File: src/rtl/if_pkg.sv
// ----------------------------------------------------------------------------
// if_pkg
// Shared types and constants for the instruction-fetch stage.
//   XLEN          : width of PCs and instruction words held in the queue
//   INST_BYTES    : byte distance between consecutive instructions
//   fetch_entry_t : one prefetch-queue entry, {pc, ir}
// ----------------------------------------------------------------------------
package if_pkg;

  localparam int XLEN       = 32;
  localparam int INST_BYTES = 4;

  typedef struct packed {
    logic [XLEN-1:0] pc;
    logic [XLEN-1:0] ir;
  } fetch_entry_t;

endpackage

File: src/rtl/if_fetch_fifo.sv
// ----------------------------------------------------------------------------
// if_fetch_fifo
// Synchronous circular FIFO of DEPTH entries of type T (DEPTH a power of 2).
// Used both as the prefetch queue and as the tracker of in-flight fetch PCs.
// Ports:
//   clk, rst_n : clock, asynchronous active-low reset
//   clear_i    : empties the FIFO (wins over push/pop)
//   push_i     : write data_i at the tail (accepted when not full, or full
//                with a simultaneous pop)
//   pop_i      : drop the head (ignored when empty)
//   data_o     : current head entry, straight from the storage registers
//   full_o     : DEPTH entries held
//   empty_o    : no entries held
//   count_o    : number of entries held
// ----------------------------------------------------------------------------
module if_fetch_fifo #(
  parameter type T     = logic [31:0],
  parameter int  DEPTH = 4
) (
  input  logic                       clk,
  input  logic                       rst_n,
  input  logic                       clear_i,
  input  logic                       push_i,
  input  T                           data_i,
  input  logic                       pop_i,
  output T                           data_o,
  output logic                       full_o,
  output logic                       empty_o,
  output logic [$clog2(DEPTH+1)-1:0] count_o
);

  localparam int AW = (DEPTH > 1) ? $clog2(DEPTH) : 1;
  localparam int CW = $clog2(DEPTH+1);

  T              mem_q [DEPTH];
  logic [AW-1:0] wr_ptr_q;
  logic [AW-1:0] rd_ptr_q;
  logic [CW-1:0] count_q;

  logic do_push;
  logic do_pop;

  assign full_o  = (count_q == CW'(DEPTH));
  assign empty_o = (count_q == '0);
  assign count_o = count_q;
  assign data_o  = mem_q[rd_ptr_q];

  // A push into a full FIFO is only legal together with a pop of the head.
  assign do_pop  = pop_i && !empty_o;
  assign do_push = push_i && (!full_o || do_pop);

  // Storage is reset as well so the head output is never X, even before the
  // first write. Pointers wrap naturally because DEPTH is a power of 2.
  always_ff @(posedge clk or negedge rst_n) begin
    if (!rst_n) begin
      for (int i = 0; i < DEPTH; i++) begin
        mem_q[i] <= '0;
      end
      wr_ptr_q <= '0;
      rd_ptr_q <= '0;
      count_q  <= '0;
    end else if (clear_i) begin
      wr_ptr_q <= '0;
      rd_ptr_q <= '0;
      count_q  <= '0;
    end else begin
      if (do_push) begin
        mem_q[wr_ptr_q] <= data_i;
        wr_ptr_q        <= wr_ptr_q + AW'(1);
      end
      if (do_pop) begin
        rd_ptr_q <= rd_ptr_q + AW'(1);
      end
      count_q <= count_q + CW'(do_push) - CW'(do_pop);
    end
  end

endmodule

File: src/rtl/if_prefetch_stage.sv
// ----------------------------------------------------------------------------
// if_prefetch_stage
// Instruction-fetch stage with a prefetch queue between an in-order,
// variable-latency instruction memory and decode.
// Ports:
//   clk, rst_n          : clock, asynchronous active-low reset
//   ex_take_branch_out  : taken-branch redirect from EX (single cycle)
//   ex_target_PC_out    : redirect target (low two bits ignored)
//   proc2Imem_req/_addr : fetch request and word-aligned fetch address
//   Imem2proc_gnt       : memory accepts the request this cycle
//   Imem2proc_rvalid    : in-order response valid
//   Imem2proc_data      : response instruction word
//   if_valid_inst_out   : queue head valid to decode
//   id_ready_in         : decode accepts the head this cycle
//   if_PC_out/_NPC_out  : head PC and PC+4
//   if_IR_out           : head instruction word
// XLEN must match if_pkg::XLEN because the queue entry type comes from there.
// ----------------------------------------------------------------------------
module if_prefetch_stage #(
  parameter int              XLEN     = 32,
  parameter int              FQ_DEPTH = 4,
  parameter logic [XLEN-1:0] RESET_PC = '0
) (
  input  logic            clk,
  input  logic            rst_n,
  input  logic            ex_take_branch_out,
  input  logic [XLEN-1:0] ex_target_PC_out,
  output logic            proc2Imem_req,
  output logic [XLEN-1:0] proc2Imem_addr,
  input  logic            Imem2proc_gnt,
  input  logic            Imem2proc_rvalid,
  input  logic [XLEN-1:0] Imem2proc_data,
  output logic            if_valid_inst_out,
  input  logic            id_ready_in,
  output logic [XLEN-1:0] if_PC_out,
  output logic [XLEN-1:0] if_NPC_out,
  output logic [XLEN-1:0] if_IR_out
);

  import if_pkg::*;

  localparam int            CW      = $clog2(FQ_DEPTH+1);
  localparam logic [CW:0]   DEPTH_C = (CW+1)'(FQ_DEPTH);

  typedef logic [XLEN-1:0] word_t;

  word_t         fetch_pc_q, fetch_pc_d;
  logic [CW-1:0] inflight_q, inflight_d;
  logic [CW-1:0] discard_q,  discard_d;

  logic          fq_push, fq_pop, fq_clear;
  logic          fq_full, fq_empty;
  logic [CW-1:0] fq_count;
  fetch_entry_t  fq_wdata, fq_head;

  word_t         pc_head;
  logic          pc_full, pc_empty;
  logic [CW-1:0] pc_count;

  logic [CW:0]   credit_used;
  logic          grant;

  // Credits are computed from registered occupancy only: every granted
  // request already owns a queue slot, so a response can always be pushed.
  // The request is held low while in reset so the memory never sees a
  // request before the stage is out of reset.
  assign credit_used    = {1'b0, fq_count} + {1'b0, inflight_q};
  assign proc2Imem_req  = rst_n && !ex_take_branch_out && (credit_used < DEPTH_C);
  assign proc2Imem_addr = {fetch_pc_q[XLEN-1:2], 2'b00};
  assign grant          = proc2Imem_req && Imem2proc_gnt;

  assign fq_wdata = '{pc: pc_head, ir: Imem2proc_data};

  // Next-state logic. A redirect overrides queue traffic and turns every
  // word still in flight into a stale one. Words already marked for discard
  // are a subset of those in flight, so the new discard count is simply what
  // remains in flight after this cycle's response.
  always_comb begin
    fetch_pc_d = fetch_pc_q;
    inflight_d = inflight_q + CW'(grant) - CW'(Imem2proc_rvalid);
    discard_d  = discard_q;
    fq_push    = 1'b0;
    fq_pop     = 1'b0;
    fq_clear   = 1'b0;

    if (grant) begin
      fetch_pc_d = fetch_pc_q + XLEN'(INST_BYTES);
    end

    if (ex_take_branch_out) begin
      fetch_pc_d = {ex_target_PC_out[XLEN-1:2], 2'b00};
      fq_clear   = 1'b1;
      discard_d  = inflight_q - CW'(Imem2proc_rvalid);
    end else begin
      if (Imem2proc_rvalid) begin
        if (discard_q != '0) begin
          discard_d = discard_q - CW'(1);
        end else begin
          fq_push = 1'b1;
        end
      end
      fq_pop = !fq_empty && id_ready_in;
    end
  end

  // Stage state registers.
  always_ff @(posedge clk or negedge rst_n) begin
    if (!rst_n) begin
      fetch_pc_q <= {RESET_PC[XLEN-1:2], 2'b00};
      inflight_q <= '0;
      discard_q  <= '0;
    end else begin
      fetch_pc_q <= fetch_pc_d;
      inflight_q <= inflight_d;
      discard_q  <= discard_d;
    end
  end

  // Prefetch queue: decode sees its head directly from registers.
  if_fetch_fifo #(
    .T     (fetch_entry_t),
    .DEPTH (FQ_DEPTH)
  ) u_fetch_queue (
    .clk     (clk),
    .rst_n   (rst_n),
    .clear_i (fq_clear),
    .push_i  (fq_push),
    .data_i  (fq_wdata),
    .pop_i   (fq_pop),
    .data_o  (fq_head),
    .full_o  (fq_full),
    .empty_o (fq_empty),
    .count_o (fq_count)
  );

  // PCs of granted requests, in order. Popped on every response, stale or
  // not, so it never needs clearing on a redirect.
  if_fetch_fifo #(
    .T     (word_t),
    .DEPTH (FQ_DEPTH)
  ) u_pc_tracker (
    .clk     (clk),
    .rst_n   (rst_n),
    .clear_i (1'b0),
    .push_i  (grant),
    .data_i  (proc2Imem_addr),
    .pop_i   (Imem2proc_rvalid),
    .data_o  (pc_head),
    .full_o  (pc_full),
    .empty_o (pc_empty),
    .count_o (pc_count)
  );

  assign if_valid_inst_out = !fq_empty;
  assign if_PC_out         = fq_head.pc;
  assign if_NPC_out        = fq_head.pc + XLEN'(INST_BYTES);
  assign if_IR_out         = fq_head.ir;

  // Protocol and occupancy invariants.
  always_ff @(posedge clk) begin
    if (rst_n) begin
      assert (!(Imem2proc_rvalid && (inflight_q == '0)));
      assert (credit_used <= DEPTH_C);
      assert (pc_count == inflight_q);
      assert (!(Imem2proc_rvalid && pc_empty));
      assert (!(grant && pc_full && !Imem2proc_rvalid));
      assert (!(fq_push && fq_full && !fq_pop));
    end
  end

endmodule
File: config.mk
export PLATFORM = sky130hd
export DESIGN_NAME = if_prefetch_stage
export DESIGN_NICKNAME = d
export VERILOG_FILES = /design/src/rtl/if_pkg.sv /design/src/rtl/if_fetch_fifo.sv /design/src/rtl/if_prefetch_stage.sv
export SDC_FILE = /design/constraint.sdc
export NUM_CORES = 1
export LEC_CHECK = 0
export CORE_UTILIZATION = 52
export CTS_BUF_LIST = sky130_fd_sc_hd__clkbuf_16
export CTS_CLUSTER_DIAMETER = 120
export DETAILED_ROUTE_END_ITERATION = 10
export PLACE_DENSITY = 0.78
export SLEW_MARGIN = 40
export SYNTH_ARGS = -nofsm -noshare
export SYNTH_HDL_FRONTEND = slang
export SYNTH_SLANG_ARGS = --single-unit
File: constraint.sdc
create_clock -name clk -period 3 [get_ports clk]
set_input_delay 0.45 -clock clk [delete_from_list [all_inputs] [get_ports clk]]
set_output_delay 0.45 -clock clk [all_outputs]
set_load 0.02 [all_outputs]
* After elaboration in Yosys (flattened, before gate mapping)
Cells that the tools add are included.
** Cells by class
- Order comparisons :: 7
- Muxes and demuxes :: 27
- Bitwise gates (word level) :: 5
- Add/sub/neg operators :: 15
- Reductions and logical operators :: 27
- Equal/unequal tests :: 2
** Operator list (number)
- bitwise mux 256 bit :: 1
- two-way mux 64 bit :: 3
- two-way mux 32 bit :: 5
- binary-select mux 64 bit (select 2 bit) :: 1
- bitwise mux 128 bit :: 1
- demux 64 bit (select 2 bit) :: 1
- adder 32 x 3 -> 32 bit (second input constant) :: 2
- binary-select mux 32 bit (select 2 bit) :: 1
- demux 32 bit (select 2 bit) :: 1
- greater-or-equal comparator 3 bit (second input constant) :: 4
- two-way mux 3 bit :: 4
- NOT 2 -> 3 bit :: 4
- subtractor 3 x 1 -> 3 bit :: 4
- logical AND 1 bit :: 10
- nonzero test 2 bit :: 5
- adder 3 x 1 -> 3 bit :: 3
- adder 2 x 1 -> 2 bit (second input constant) :: 4
- two-way mux 2 bit :: 4
- equality test 3 bit (second input constant) :: 2
- logical NOT 3 bit :: 2
- < comparator 3 x 1 -> 1 bit (second input constant) :: 2
- logical NOT 1 bit :: 5
- two-way mux 1 bit :: 5
- adder 3 x 3 -> 4 bit :: 1
- other kinds (6) :: 8
** Storage, ports and cells
- Bits of input ports :: 70
- Register bits after elaboration :: 436
- Output and inout port bits :: 130
- Logic and storage cells :: 104

* Logic depth before layout (Yosys ltp)
Gate-level depths: netlist (run 1).
- Depth in word-level cells :: 10
- Mapped depth :: 12
- Gate-level depth less buffers :: 10

* By module
Synthesis (run 1) repeated with hierarchy kept, for this count alone.
** Unflattened totals
- Cells, all modules :: 1361
- Area total of the unflattened synthesis :: 21578.2 um^2
** Modules (own cells, without submodules)
- if_fetch_fifo at u_fetch_queue :: cells each 666, times used 1, area each 12739.7 um^2, seq. area each 6581.3 um^2
- if_fetch_fifo at u_pc_tracker :: cells each 359, times used 1, area each 5980.7 um^2, seq. area each 3378.2 um^2
- if_prefetch_stage :: cells each 336, times used 1, area each 2857.7 um^2, seq. area each 900.9 um^2

* Worst setup path after synthesis (run 1)
OpenSTA, ideal clock, no wires.
- Path kind :: reg2out
- From :: register u_fetch_queue.rd_ptr_q[0]
- To :: output if_NPC_out[28]
- Data required time :: 2.550 ns
- Path slack :: 0.112 ns
- Path buffers :: 2
- Data arrival time :: 2.438 ns
- Cell stages (with the launch flop) :: 9
- Cell sequence :: dfrtp_1 > buf_6 > buf_12 > mux4_2 > ha_1 > nand3_2 > nor4_4 > nand4_1 > xnor2_1
** On the way
- Cells in the longest elaborated chain, start to end :: 5
** RTL lines
- from (decl) :: RTL line if_fetch_fifo.sv:37 : logic [AW-1:0] rd_ptr_q;
- from (signal assigned) :: RTL line if_fetch_fifo.sv:72 : rd_ptr_q <= rd_ptr_q + AW'(1);
- NOT 2 -> 3 bit (implied by the code) :: RTL line if_fetch_fifo.sv:46 : assign data_o = mem_q[rd_ptr_q];
- binary-select mux 64 bit (select 2 bit) :: RTL line if_fetch_fifo.sv:46
- two-way mux 64 bit (implied by the code) (2 in series) :: RTL line if_fetch_fifo.sv:46
- via if_PC_out[2] :: RTL line if_prefetch_stage.sv:35 : output logic [XLEN-1:0] if_PC_out,
- adder 32 x 3 -> 32 bit :: RTL line if_prefetch_stage.sv:156 : assign if_NPC_out = fq_head.pc + XLEN'(INST_BYTES);
- to (decl) :: RTL line if_prefetch_stage.sv:36 : output logic [XLEN-1:0] if_NPC_out,
The timed path passes the listed nets, and every way through them passes these cells. The select of a mux whose other input is x is not followed.

* Worst setup path after layout (run 1)
- From :: register u_fetch_queue.rd_ptr_q[0]
- To :: output if_NPC_out[31]
** On the way
- Cells in the longest elaborated chain, start to end :: 5
** RTL lines (RTL line)
- NOT 2 -> 3 bit (implied by the code) :: if_fetch_fifo.sv:46
- binary-select mux 64 bit (select 2 bit) :: if_fetch_fifo.sv:46
- two-way mux 64 bit (implied by the code) (2 in series) :: if_fetch_fifo.sv:46
- adder 32 x 3 -> 32 bit :: if_prefetch_stage.sv:156
No other way between the ends. The select of a mux whose other input is x is not followed.

==> metrics.md, run 1 <==
| Metric | Value |
|---|---|
| DR top layer | met4 |
| Number of synthesized flops with an enable pin | 0 |
| Chip width | 195 um |
| Placer congestion estimate | 0.830 |
| Vias in the first global route | 12845 |
| Sink Count | 418 |
| Slowest CP cell | dfrtp_4 |
| Final hold viol count | 0 |
| LEAKAGE | 11.7 nW |
| Remaining global-route overflow | 0 |
| Final Non-Filler Cells | 2070 |
| Maximum clock frequency | 300 MHz |
| Crit path time final | 3.33 ns |
| Final setup fails | 26 |
| Post-Syn Area | 19500 um2 |
| Clock transition at path regs | 0.06 ns |
| Period utilization | 111% |
| GRT Util Overall | 23.3% |
| Clk Latency, worst-skew pair | 0.54 ns |
| Seq cells post-synth | 418 |
| Wl on met1 | 19400 um |
| Final Skew | 0.0116 ns |
| Status | finished, violations left |
| Peak VDD IR | 0.435 mV |
| Maxcap violations | 0 |
| Final ANT Viol Nets | 0 |
| Vias | 12087 |
| Asr flop ratio synth | 100% |
| Pins Over Slew Limit | 0 |
| Biggest cell delay along the critical path | 0.56 ns |
| Antenna violations before repair | 0 |
| Htree depth | 2 |
| Setup slack, reg-to-reg | 0.26 ns |
| Die ar. | 38200 um2 |
| Number of port buffers | 191 |
| CP required | 2.55 ns |
| Placed cell count | 1972 |
| Worst Hold Class | in2reg |
| R2R cell count | 10 |
| Share of cells above drive strength 1 | 43.7% |
| Total CTS buffers | 43 |
| Worst-case hold slack | 0.480 ns |
| Least-Margin Pin Slew | 0.739 ns |
| CTS tree | done |
| Area Overhead vs Synth | 24.2% |
| Num ports | 200 |
| Final WL | 43700 um |
| Initial DRT Pass Iterations | 5 |
| Setup crit end kind | output pin |
| Cells after synthesis | 1309 |
| DR WL/cell | 21.1 um |
| CTS root buf | clkbuf_16 |
| RSZ-0062 raised after global routing | true |
| Diodes inserted | 0 |
| Yosys cell types | 54 |
| Met2 routed WL | 21400 um |
| Total Power | 0.0206 W |
| Synthesized area per cell | 14.9 um2 |
| Arrival time worst endpoint | 2.88 ns |
| Initial DRC Count | 532 |
| Starting density of the core | 53.0% |
| Sequential share of the synthesized area | 53.7% |
| Main synth FF type | dfrtp_1 |
| Global-route wire length before repair | 69900 um |
| Die H | 195 um |
| Detailed placer's ending HPWL | 28500 um |
| Routed wl met3 | 2030 um |
| Crit path launch type | flip-flop |
| Crit path kind | reg2out |
| Failing checks | setup timing |
| Via-to-Cell Ratio | 5.84 |
| Final setup margin | -0.329 ns |
| Crit-path cells | buf_8 -> mux4_2 -> buf_6 -> nand4_4 -> nor4_4 -> buf_4 -> nand4_1 -> xnor2_1 -> buf_4 |
| Clock Path Buffers | 3 |
| Max_slew headroom | 50.7% |
| Ys Warns | 0 |
| Core area | 36700 um2 |
| DRC | 0 |
| Final net count | 1667 |
| Total power per unit cell area | 852 nW/um2 |
| Setup WS pre-CTS | -0.231 ns |
| Largest net degree at the start of global routing | 154 |
| CP most frequent cell | buf_4 |
| Worst Path Max Fanout | 6 |
| Worst Hold Depth | 3 |
| Row cnt | 70 |
## Yosys cell counts (3+ instances only)
cell type    n  area (um2)
fa_1         3        60.1
and4_1       4        35.0
a221o_1      4        40.0
nand4_1     17         106
nor2_1      14        52.6
nand3_1     28         140
mux4_2      88        1980
buf_2       43         215
or4_1        4        30.0
o311ai_0     6        52.6
mux2_2     368        4140
buf_1        9        33.8
nor3_1      11        55.1
a21oi_1      6        30.0
nor4b_1      4        35.0
clkbuf_1    24        90.1
xnor2_1     34         298
ha_1        22         275
nand2_1     59         221
xor2_1      13         114
inv_1       26        97.6
buf_6        4        45.0
dfrtp_1    418       10500
and3_1      14        87.6
buf_4        8        60.1
o21ai_0     20         100
o211ai_1    12        90.1
nor4_4       4        85.1
a22oi_1      5        37.5
mux4_1       4         105
## cell type report
cell class                 count  area, um2
sequential                   418      10500
inverter                      27        101
clock buffer                  45       1130
multi-input combinational    779       8660
clock inverter                30        180
fill                        2552      12500
tap                          468        586
timing repair buffer         303       3060
## kinds of logic (layout without fill, tap and decap cells)
logic type | Yosys count | in the layout | share of synthesized area, %
mux | 462 | 462 | 32.1
flops | 418 | 418 | 53.7
simple gates | 175 | 175 | 5.10
buf+inv | 117 | 405 | 2.93
compound gates | 64 | 64 | 2.24
xor+xnor | 47 | 47 | 2.12
fa+ha+maj | 25 | 25 | 1.72
other cells | 1 | 6 | 0.0193
## cell usage in the layout (no fill, tap or decap), drive strengths merged, types with 7 or more instances in the layout
cell type and n:
nor4 7, xnor2 34, dfrtp 418, nor2 15, ha 22, dlygate4sd2 51
nand4 18, inv 37, xor2 13, and3 14, nand3 30, nand2 59
clkdlybuf4s50 103, mux4 92, clkbuf 47, buf 139, nor3 11, mux2 368
clkinv 17, o21ai 20, o211ai 12
## metal layers
layer,global-route usage [%],vias up
li1,-,5353
met1,32.3,6377
met2,38.5,308
met3,3.16,49
met4,6.77,0
met5,0,-
## registers in the layout (all words and copies together) (netlist names)
register and cells:
u_fetch_queue.wr_ptr_q 2, u_pc_tracker.mem_q 120, u_fetch_queue.rd_ptr_q 2, u_fetch_queue.count_o 3
u_pc_tracker.wr_ptr_q 2, u_pc_tracker.count_o 3, u_pc_tracker.rd_ptr_q 2, fetch_pc_q 30
inflight_q 3, discard_q 3, u_fetch_queue.mem_q 248
## path summary, 6_finish.rpt
path	end	startpoint
max	if_NPC_out[31]	u_fetch_queue.rd_ptr_q[0]$_DFFE_PN0P_
min	fetch_pc_q[9]$_DFFE_PN0P_	ex_target_PC_out[9]
max reg2reg	inflight_q[2]$_DFF_PN0_	inflight_q[2]$_DFF_PN0_
min reg2reg	u_pc_tracker.mem_q[55]$_DFFE_PN0P_	u_pc_tracker.mem_q[55]$_DFFE_PN0P_
max in group asynchronous	u_fetch_queue.mem_q[53]$_DFFE_PN0P_	rst_n
min in group asynchronous	u_fetch_queue.mem_q[67]$_DFFE_PN0P_	rst_n
## repair_timing
action	in CTS	in global routing
hold buffers	1	0
setup buffers	9	12
endpoints found under the setup margin	82	35
hold endpoints to repair	27	0
resized for setup	251	36
gates cloned	2	1
pin swaps	23	25
## worst max-delay path, delay by kind of cell, from the launching register on
kind / cells / cell delay (ns)
xor+xnor: 1 / 0.16
buf+inv: 4 / 0.65
flops: 1 / 0.56
mux: 1 / 0.39
simple gates: 3 / 0.55
## through the flow
step | TNS [ns] | utilization (%) | cell area (um2)
final | -6.06 | 65.9 | 24200
after global routing | -8.78 | 65.9 | 24200
after CTS | -5.49 | 65.2 | 23900
after detailed placement | -2.98 | 61.2 | 22500
after global placement | -2.50 | 61.1 | 22400
after floorplan | 0 | - | 19500
## where the power goes
| part | total (W) | switching, W | leakage (nW) | internal (W) |
|---|---|---|---|---|
| sequential | 0.00799 | 0.000926 | 5.57 | 0.00706 |
| clock | 0.00497 | 0.00211 | 0.677 | 0.00286 |
| combinational | 0.00763 | 0.00364 | 5.46 | 0.00399 |
(Power assumes the default switching activity.)
==> run 2: changes to the inputs <==
Settings changed: PLACE_DENSITY 0.78 to 0.77, REMOVE_ABC_BUFFERS set to 1.
==> metrics.md, run 2 (same netlist as run 1, synthesis figures left out) <==
| Metric | Value |
|---|---|
| Placer congestion estimate | 0.796 (-4.1%) |
| Initial DRC Count | 533 (+0.19%) |
| Final setup margin | -0.322 ns (+0.00685 ns) |
| Num ports | 200 (unchanged) |
| Final hold viol count | 0 (unchanged) |
| Post-CTS Hold Fix Bufs | 0 (-1) |
| Status | finished, violations left |
| Row cnt | 70 (unchanged) |
| Commonest non-fill, non-tap cell in the layout | dfrtp_1 |
| Period utilization | 111% (-0.23 points) |
| Remaining global-route overflow | 0 (unchanged) |
| Number of port buffers | 191 (unchanged) |
| Peak VDD IR | 0.386 mV (-11%) |
| GRT Util Overall | 23.3% (+0.047 points) |
| CP required | 2.55 ns (about the same) |
| DRC | 0 (unchanged) |
| Sink Count | 418 (unchanged) |
| Sw Share | 32.5% (+0.093 points) |
| Placed cell count | 1979 (+0.35%) |
| Die ar. | 38200 um2 (unchanged) |
| Total CTS buffers | 45 (+4.7%) |
| LEAKAGE | 11.6 nW (-1.0%) |
| Max FFs per register | 248 (unchanged) |
| Power share of the combinational group | 36.8% (-0.3 points) |
| Vias | 12004 (-0.69%) |
| Final net count | 1669 (+0.12%) |
| Clock Path Buffers | 3 (unchanged) |
| Switching power | 0.00664 W (-0.57%) |
| RSZ-0062 raised after global routing | true |
| Least-Margin Pin Slew | 0.796 ns (+0.0568 ns) |
| CTS tree | done |
| Arrival time worst endpoint | 2.87 ns (about the same) |
| Commonest cells after routing, fill and taps aside | dfrtp_1, mux2_2, clkdlybuf4s50_1 |
| Final instance area | 23900 um2 (-1.1%) |
| Final ANT Viol Nets | 0 (unchanged) |
| Total power per unit cell area | 853 nW/um2 (+0.21%) |
| Setup WS pre-CTS | -0.206 ns (+0.0242 ns) |
| Starting density of the core | 53.0% (unchanged) |
| Crit path time final | 3.32 ns (-0.00685 ns) |
| Clock transition at path regs | 0.06 ns (about the same) |
| Biggest regs | u_fetch_queue.mem_q: 248 flops, u_pc_tracker.mem_q: 120 flops, fetch_pc_q: 30 flops |
| Clock share of power | 23.9% (-0.2 points) |
| Pins Over Slew Limit | 0 (unchanged) |
| Worst-case hold slack | 0.0196 ns (-0.461 ns) |
| Global-route wire length before repair | 70500 um (+0.85%) |
| Maxcap violations | 0 (unchanged) |
| Chip width | 195 um (unchanged) |
| Initial DRT Pass Iterations | 5 (unchanged) |
| Diodes inserted | 0 (unchanged) |
| Antenna violations before repair | 0 (unchanged) |
| Final setup fails | 23 (-12%) |
| Die H | 195 um (unchanged) |
| Failing checks | setup timing |
| Worst Hold Class | in2async |
| Core area | 36700 um2 (unchanged) |
| Worst Path Max Fanout | 6 (unchanged) |
| Clk Latency, worst-skew pair | 0.54 ns (about the same) |
| Setup crit end kind | output pin |
| Maximum clock frequency | 301 MHz (+0.21%) |
| Area Overhead vs Synth | 22.9% |
| Max_slew headroom | 46.9% (-3.7 points) |
| Final Non-Filler Cells | 2074 (+0.19%) |
| Via-to-Cell Ratio | 5.79 (-0.88%) |
| DP Area | 22500 um2 (about the same) |
| Crit path launch type | flip-flop |
| Biggest register | u_fetch_queue.mem_q |
| Final Skew | 0.0172 ns (+0.00559 ns) |
| Detailed placer's ending HPWL | 28600 um (+0.16%) |
| Htree depth | 2 (unchanged) |
| DR WL/cell | 21.0 um (-0.66%) |
| Crit path kind | reg2out |
| Total Power | 0.0204 W (-0.86%) |
| Share of cells above drive strength 1 | 44.0% (+0.26 points) |
| Flop pwr share | 39.3% (+0.5 points) |
| Final WL | 43500 um (-0.47%) |
| Vias in the first global route | 12897 (+0.40%) |
| Pint | 0.0138 W (-0.99%) |
| Largest net degree at the start of global routing | 142 (-7.8%) |
| CTS root buf | clkbuf_16 |
-- run 2: cell types whose count changed in the layout (fill, tap and decap cells not counted), sizes merged --
cell / previous run / this run
dlymetal6s2s: 5 / 16
clkdlybuf4s15: 2 / 1
clkbuf: 47 / 62
bufinv: 2 / 0
clkinvlp: 1 / 2
clkinv: 17 / 20
dlygate4sd3: 1 / 0
inv: 37 / 39
buf: 139 / 141
clkdlybuf4s50: 103 / 111
dlygate4sd2: 51 / 17
-- run 2: path summary, 6_finish.rpt --
path / slack (ns) / depth (start not counted) / end / from
min reg2reg: 0.50 / 1 / u_fetch_queue.mem_q[90]$_DFFE_PN0P_ / u_fetch_queue.mem_q[90]$_DFFE_PN0P_
min: 0.02 / 2 / u_fetch_queue.mem_q[158]$_DFFE_PN0P_ / rst_n
max: -0.32 / 9 / if_NPC_out[31] / u_fetch_queue.rd_ptr_q[0]$_DFFE_PN0P_
max in group asynchronous: 1.65 / 4 / u_pc_tracker.mem_q[117]$_DFFE_PN0P_ / rst_n
max reg2reg: 0.22 / 10 / inflight_q[2]$_DFF_PN0_ / inflight_q[2]$_DFF_PN0_
min in group clk: 0.39 / 5 / u_fetch_queue.wr_ptr_q[0]$_DFFE_PN0P_ / ex_take_branch_out
-- run 2: per-layer routing --
layer / up-vias / wire length [um] / track usage (%)
met5: - / 0 / 0
met4: 0 / 695 / 5.45
met3: 51 / 1790 / 3.06
met2: 284 / 21600 / 38.9
li1: 5389 / - / -
met1: 6280 / 19400 / 32.6
-- run 2: layout make-up --
cell class,instances,area (um2)
inverter,27,101
timing repair buffer,303,2920
fill,2623,12800
clock buffer,45,1130
sequential,418,10500
tap,468,586
multi-input combinational,779,8560
clock inverter,34,160
-- run 2: worst max-delay path: stages (launching register included) --
cell	delay (ns)
dfrtp_4	0.53
buf_12	0.15
mux4_2	0.36
buf_12	0.11
nand4_1	0.15
nor4_4	0.33
buf_4	0.19
nand4_1	0.12
xnor2_1	0.20
buf_4	0.17
-- run 2: timing repair --
action	4_1_cts	5_1_grt
endpoints found under the setup margin	75	44
pin swaps	2	10
gates resized for setup	190	83
cloned	0	1
setup buffers	2	12
-- run 2: power by group through the flow --
stage          logic [W]  registers [W]  clock network, W
2_1_floorplan    0.00443        0.00805                 0
3_3_place_gp     0.00748        0.00800                 0
3_5_place_dp     0.00767        0.00812                 0
4_1_cts          0.00750        0.00803           0.00500
5_1_grt          0.00805        0.00821           0.00522
6_report         0.00751        0.00803           0.00488
-- run 2: per-stage QoR --
| stage | TNS (ns) | utilization (%) |
|---|---|---|
| after floorplan | -252.91 | - |
| after global placement | -1.86 | 61.1 |
| after detailed placement | -2.76 | 61.2 |
| after CTS | -5.46 | 64.6 |
| after global routing | -7.96 | 65.2 |
| final | -4.81 | 65.2 |
==> RTL change, RTL diff (flow settings as in run 2) <==
`XLEN` is set to 32 in 2 places; all go to 16.
--- a/src/rtl/if_pkg.sv
+++ b/src/rtl/if_pkg.sv
@@ -7,7 +7,7 @@
 // ----------------------------------------------------------------------------
 package if_pkg;
 
-  localparam int XLEN       = 32;
+  localparam int XLEN       = 16;
   localparam int INST_BYTES = 4;
 
   typedef struct packed {
--- a/src/rtl/if_prefetch_stage.sv
+++ b/src/rtl/if_prefetch_stage.sv
@@ -17,7 +17,7 @@
 // XLEN must match if_pkg::XLEN because the queue entry type comes from there.
 // ----------------------------------------------------------------------------
 module if_prefetch_stage #(
-  parameter int              XLEN     = 32,
+  parameter int              XLEN     = 16,
   parameter int              FQ_DEPTH = 4,
   parameter logic [XLEN-1:0] RESET_PC = '0
 ) (
Ports: changed (6 resized); port bits go from 200 to 104. No check against the original RTL was run, so the function may have changed too.
==> RTL change against run 2 <==
- die area fell by 48%
- highest routed layer unchanged
- synthesized cell count decreased by 47%
- sequential cell count is 208 lower
- clock power shrank 44%
- total power fell by 50%
- setup slack better by 0.38 ns
- combinational power is 53% lower
- non-clock buffer count is 176 lower
- synthesized area decreased by 49%
- worst hold slack gained 0.043 ns
- design area down 50%
- routed wire length down 53%
- fmax is 13% higher
==> RTL change: results (changes against run 2) <==
<table>
<tr><th>Metric</th><th>Value</th></tr>
<tr><th colspan="2">Cells and area</th></tr>
<tr><td>Top flop regs</td><td>u_fetch_queue.mem_q (120), u_pc_tracker.mem_q (56), fetch_pc_q (14) (was u_fetch_queue.mem_q (248), u_pc_tracker.mem_q (120), fetch_pc_q (30))</td></tr>
<tr><td>Fraction of final layout cells with drive strength greater than 1</td><td>37.0% (was 44.0%)</td></tr>
<tr><th colspan="2">Placed design</th></tr>
<tr><td>Placed Area</td><td>0.0113 sq mm (was 0.0225 sq mm)</td></tr>
<tr><td>I/O Buffers</td><td>95 (was 191)</td></tr>
<tr><td>Number of placed cells counting well taps</td><td>1013 (was 1979)</td></tr>
<tr><td>Final RePlAce weighted congestion</td><td>0.774 (was 0.796)</td></tr>
<tr><th colspan="2">Logic synthesis</th></tr>
<tr><td>Part of the Yosys area used for sequential elements</td><td>52.6% (was 53.7%)</td></tr>
<tr><td>Syn Inst Count</td><td>694 (was 1309)</td></tr>
<tr><td>Synth cell count leaders</td><td>dfrtp_1, mux2_2, mux4_2 (unchanged)</td></tr>
<tr><th colspan="2">Timing</th></tr>
<tr><td>Slew margin rel.</td><td>51.0% (was 46.9%)</td></tr>
<tr><th colspan="2">Detailed routing</th></tr>
<tr><td>Total wire length after detailed routing</td><td>20.4 mm (was 43.5 mm)</td></tr>
<tr><td>Count of vias placed by the detailed router</td><td>5992 (was 12004)</td></tr>
<tr><td>First-iteration detailed-routing DRC count</td><td>255 (was 533)</td></tr>
<tr><td>Average vias per placed instance</td><td>5.68 (was 5.79)</td></tr>
<tr><th colspan="2">Clocking</th></tr>
<tr><td>CTS Buf Count</td><td>23 (was 45)</td></tr>
<tr><td>Clk_lat worst skew</td><td>0.50 ns (was 0.54 ns)</td></tr>
<tr><td>Number of H-tree levels</td><td>1 (was 2)</td></tr>
<tr><th colspan="2">Global routing</th></tr>
<tr><td>GRT Total Usage</td><td>21.3% (was 23.3%)</td></tr>
<tr><td>Pin count of the biggest net entering global routing</td><td>92 (was 142)</td></tr>
<tr><td>Wire length of the first global-routing pass</td><td>33.6 mm (was 70.5 mm)</td></tr>
<tr><td>Vias in the first global route</td><td>6499 (was 12897)</td></tr>
<tr><th colspan="2">Power</th></tr>
<tr><td>Leakage dissipation</td><td>5.71 nW (was 11.6 nW)</td></tr>
<tr><td>Worst IR drop on VDD</td><td>0.000440 V (was 0.000386 V)</td></tr>
<tr><th colspan="2">Critical path</th></tr>
<tr><td>Worst-path maximum fanout</td><td>7 (was 6)</td></tr>
<tr><th colspan="2">Outcome</th></tr>
<tr><td>Result of the run</td><td>finished, final reports clean (was finished with violations)</td></tr>
</table>
## RTL change: cell count changes after synthesis, moves of 7 or more
cell and delta:
and3_1 -8, o211ai_1 -9, dfrtp_1 -208, nor3_1 -8
nand2_1 -26, xnor2_1 -16, o21ai_0 -7, buf_1 -8
clkbuf_1 -13, mux4_2 -44, nand4_1 -14, nand3_1 -18
mux2_2 -197, buf_2 -24
## RTL change: through the flow
stage,power (mW),util (%),hold WS [ns],TNS [ns],setup slack [ns]
6_report,10.3,64.3,0.0627,0,0.0569
5_1_grt,10.8,64.3,0.0992,-0.121,-0.0598
4_1_cts,10.3,64.0,0.0702,-0.202,-0.129
3_5_place_dp,7.59,60.1,0.484,0,0.0239
3_3_place_gp,7.40,60.1,0.469,0,0.0555
2_1_floorplan,6.20,-,0.154,-4.72,-0.642
## RTL change: worst max-delay path, cell delays in order, from the launching register on
cell and delay [ns]:
dfrtp_2 0.43, buf_6 0.18, mux4_2 0.52, and2_1 0.22
and3_4 0.21, nand4_1 0.12, xnor2_1 0.13, buf_2 0.18
## RTL change: what timing repair did
action,in CTS,in global routing
pin swaps,1,5
gates cloned,0,0
setup buffers,0,0
resized for setup,40,20
hold endpoints to repair,0,0
setup endpoints to repair,17,11
## RTL change: area by class of cell
cell class | instances | area [sq um]
Sequential cell | 210 | 5260
Timing Repair Buffer | 127 | 1250
Multi-Input combinational cell | 417 | 4430
Clock inverter | 18 | 153
Tap cell | 234 | 293
Fill cell | 1391 | 6710
Inverter | 26 | 100
Clock buffer | 23 | 576
## RTL change: path summary, 6_finish.rpt
| kind | startpoint | end |
|---|---|---|
| setup / recovery | u_fetch_queue.rd_ptr_q[0] | if_NPC_out[14] |
| hold / removal | rst_n | u_fetch_queue.mem_q[68] |
| setup reg to reg | inflight_q[2] | inflight_q[2] |
| hold reg to reg | u_pc_tracker.mem_q[58] | u_pc_tracker.mem_q[58] |
| max in group asynchronous | rst_n | u_pc_tracker.mem_q[63] |
| min in group clk | u_pc_tracker.mem_q[58] | u_pc_tracker.mem_q[58] |
## RTL change: layer usage
layer  share of wire, %  global-route usage [%]
met5                  0                       0
met4                1.6                    4.52
met3                4.5                    3.26
met2                 50                    37.1
met1                 44                    28.6
## RTL change: kinds of logic (layout without fill, tap and decap cells)
kind of cell               after synthesis  after routing  synth area share, %
adders and majority gates               25             25                 3.36
DFF                                    210            210                 52.6
buffers and inverters                   72            194                 3.73
muxes                                  225            225                 30.3
and+or+nand+nor                         97             97                 5.21
other                                    1              6               0.0375
AOI/OAI and AO/OA                       37             37                 2.45
xor gates and xnor gates                27             27                 2.37
## RTL change: report_power, final
part / switching [mW] / total, mW / leakage [nW] / internal (mW)
Clock: 1.08 / 2.72 / 0.379 / 1.64
Combinational: 1.63 / 3.51 / 2.53 / 1.89
Sequential: 0.499 / 4.03 / 2.79 / 3.53
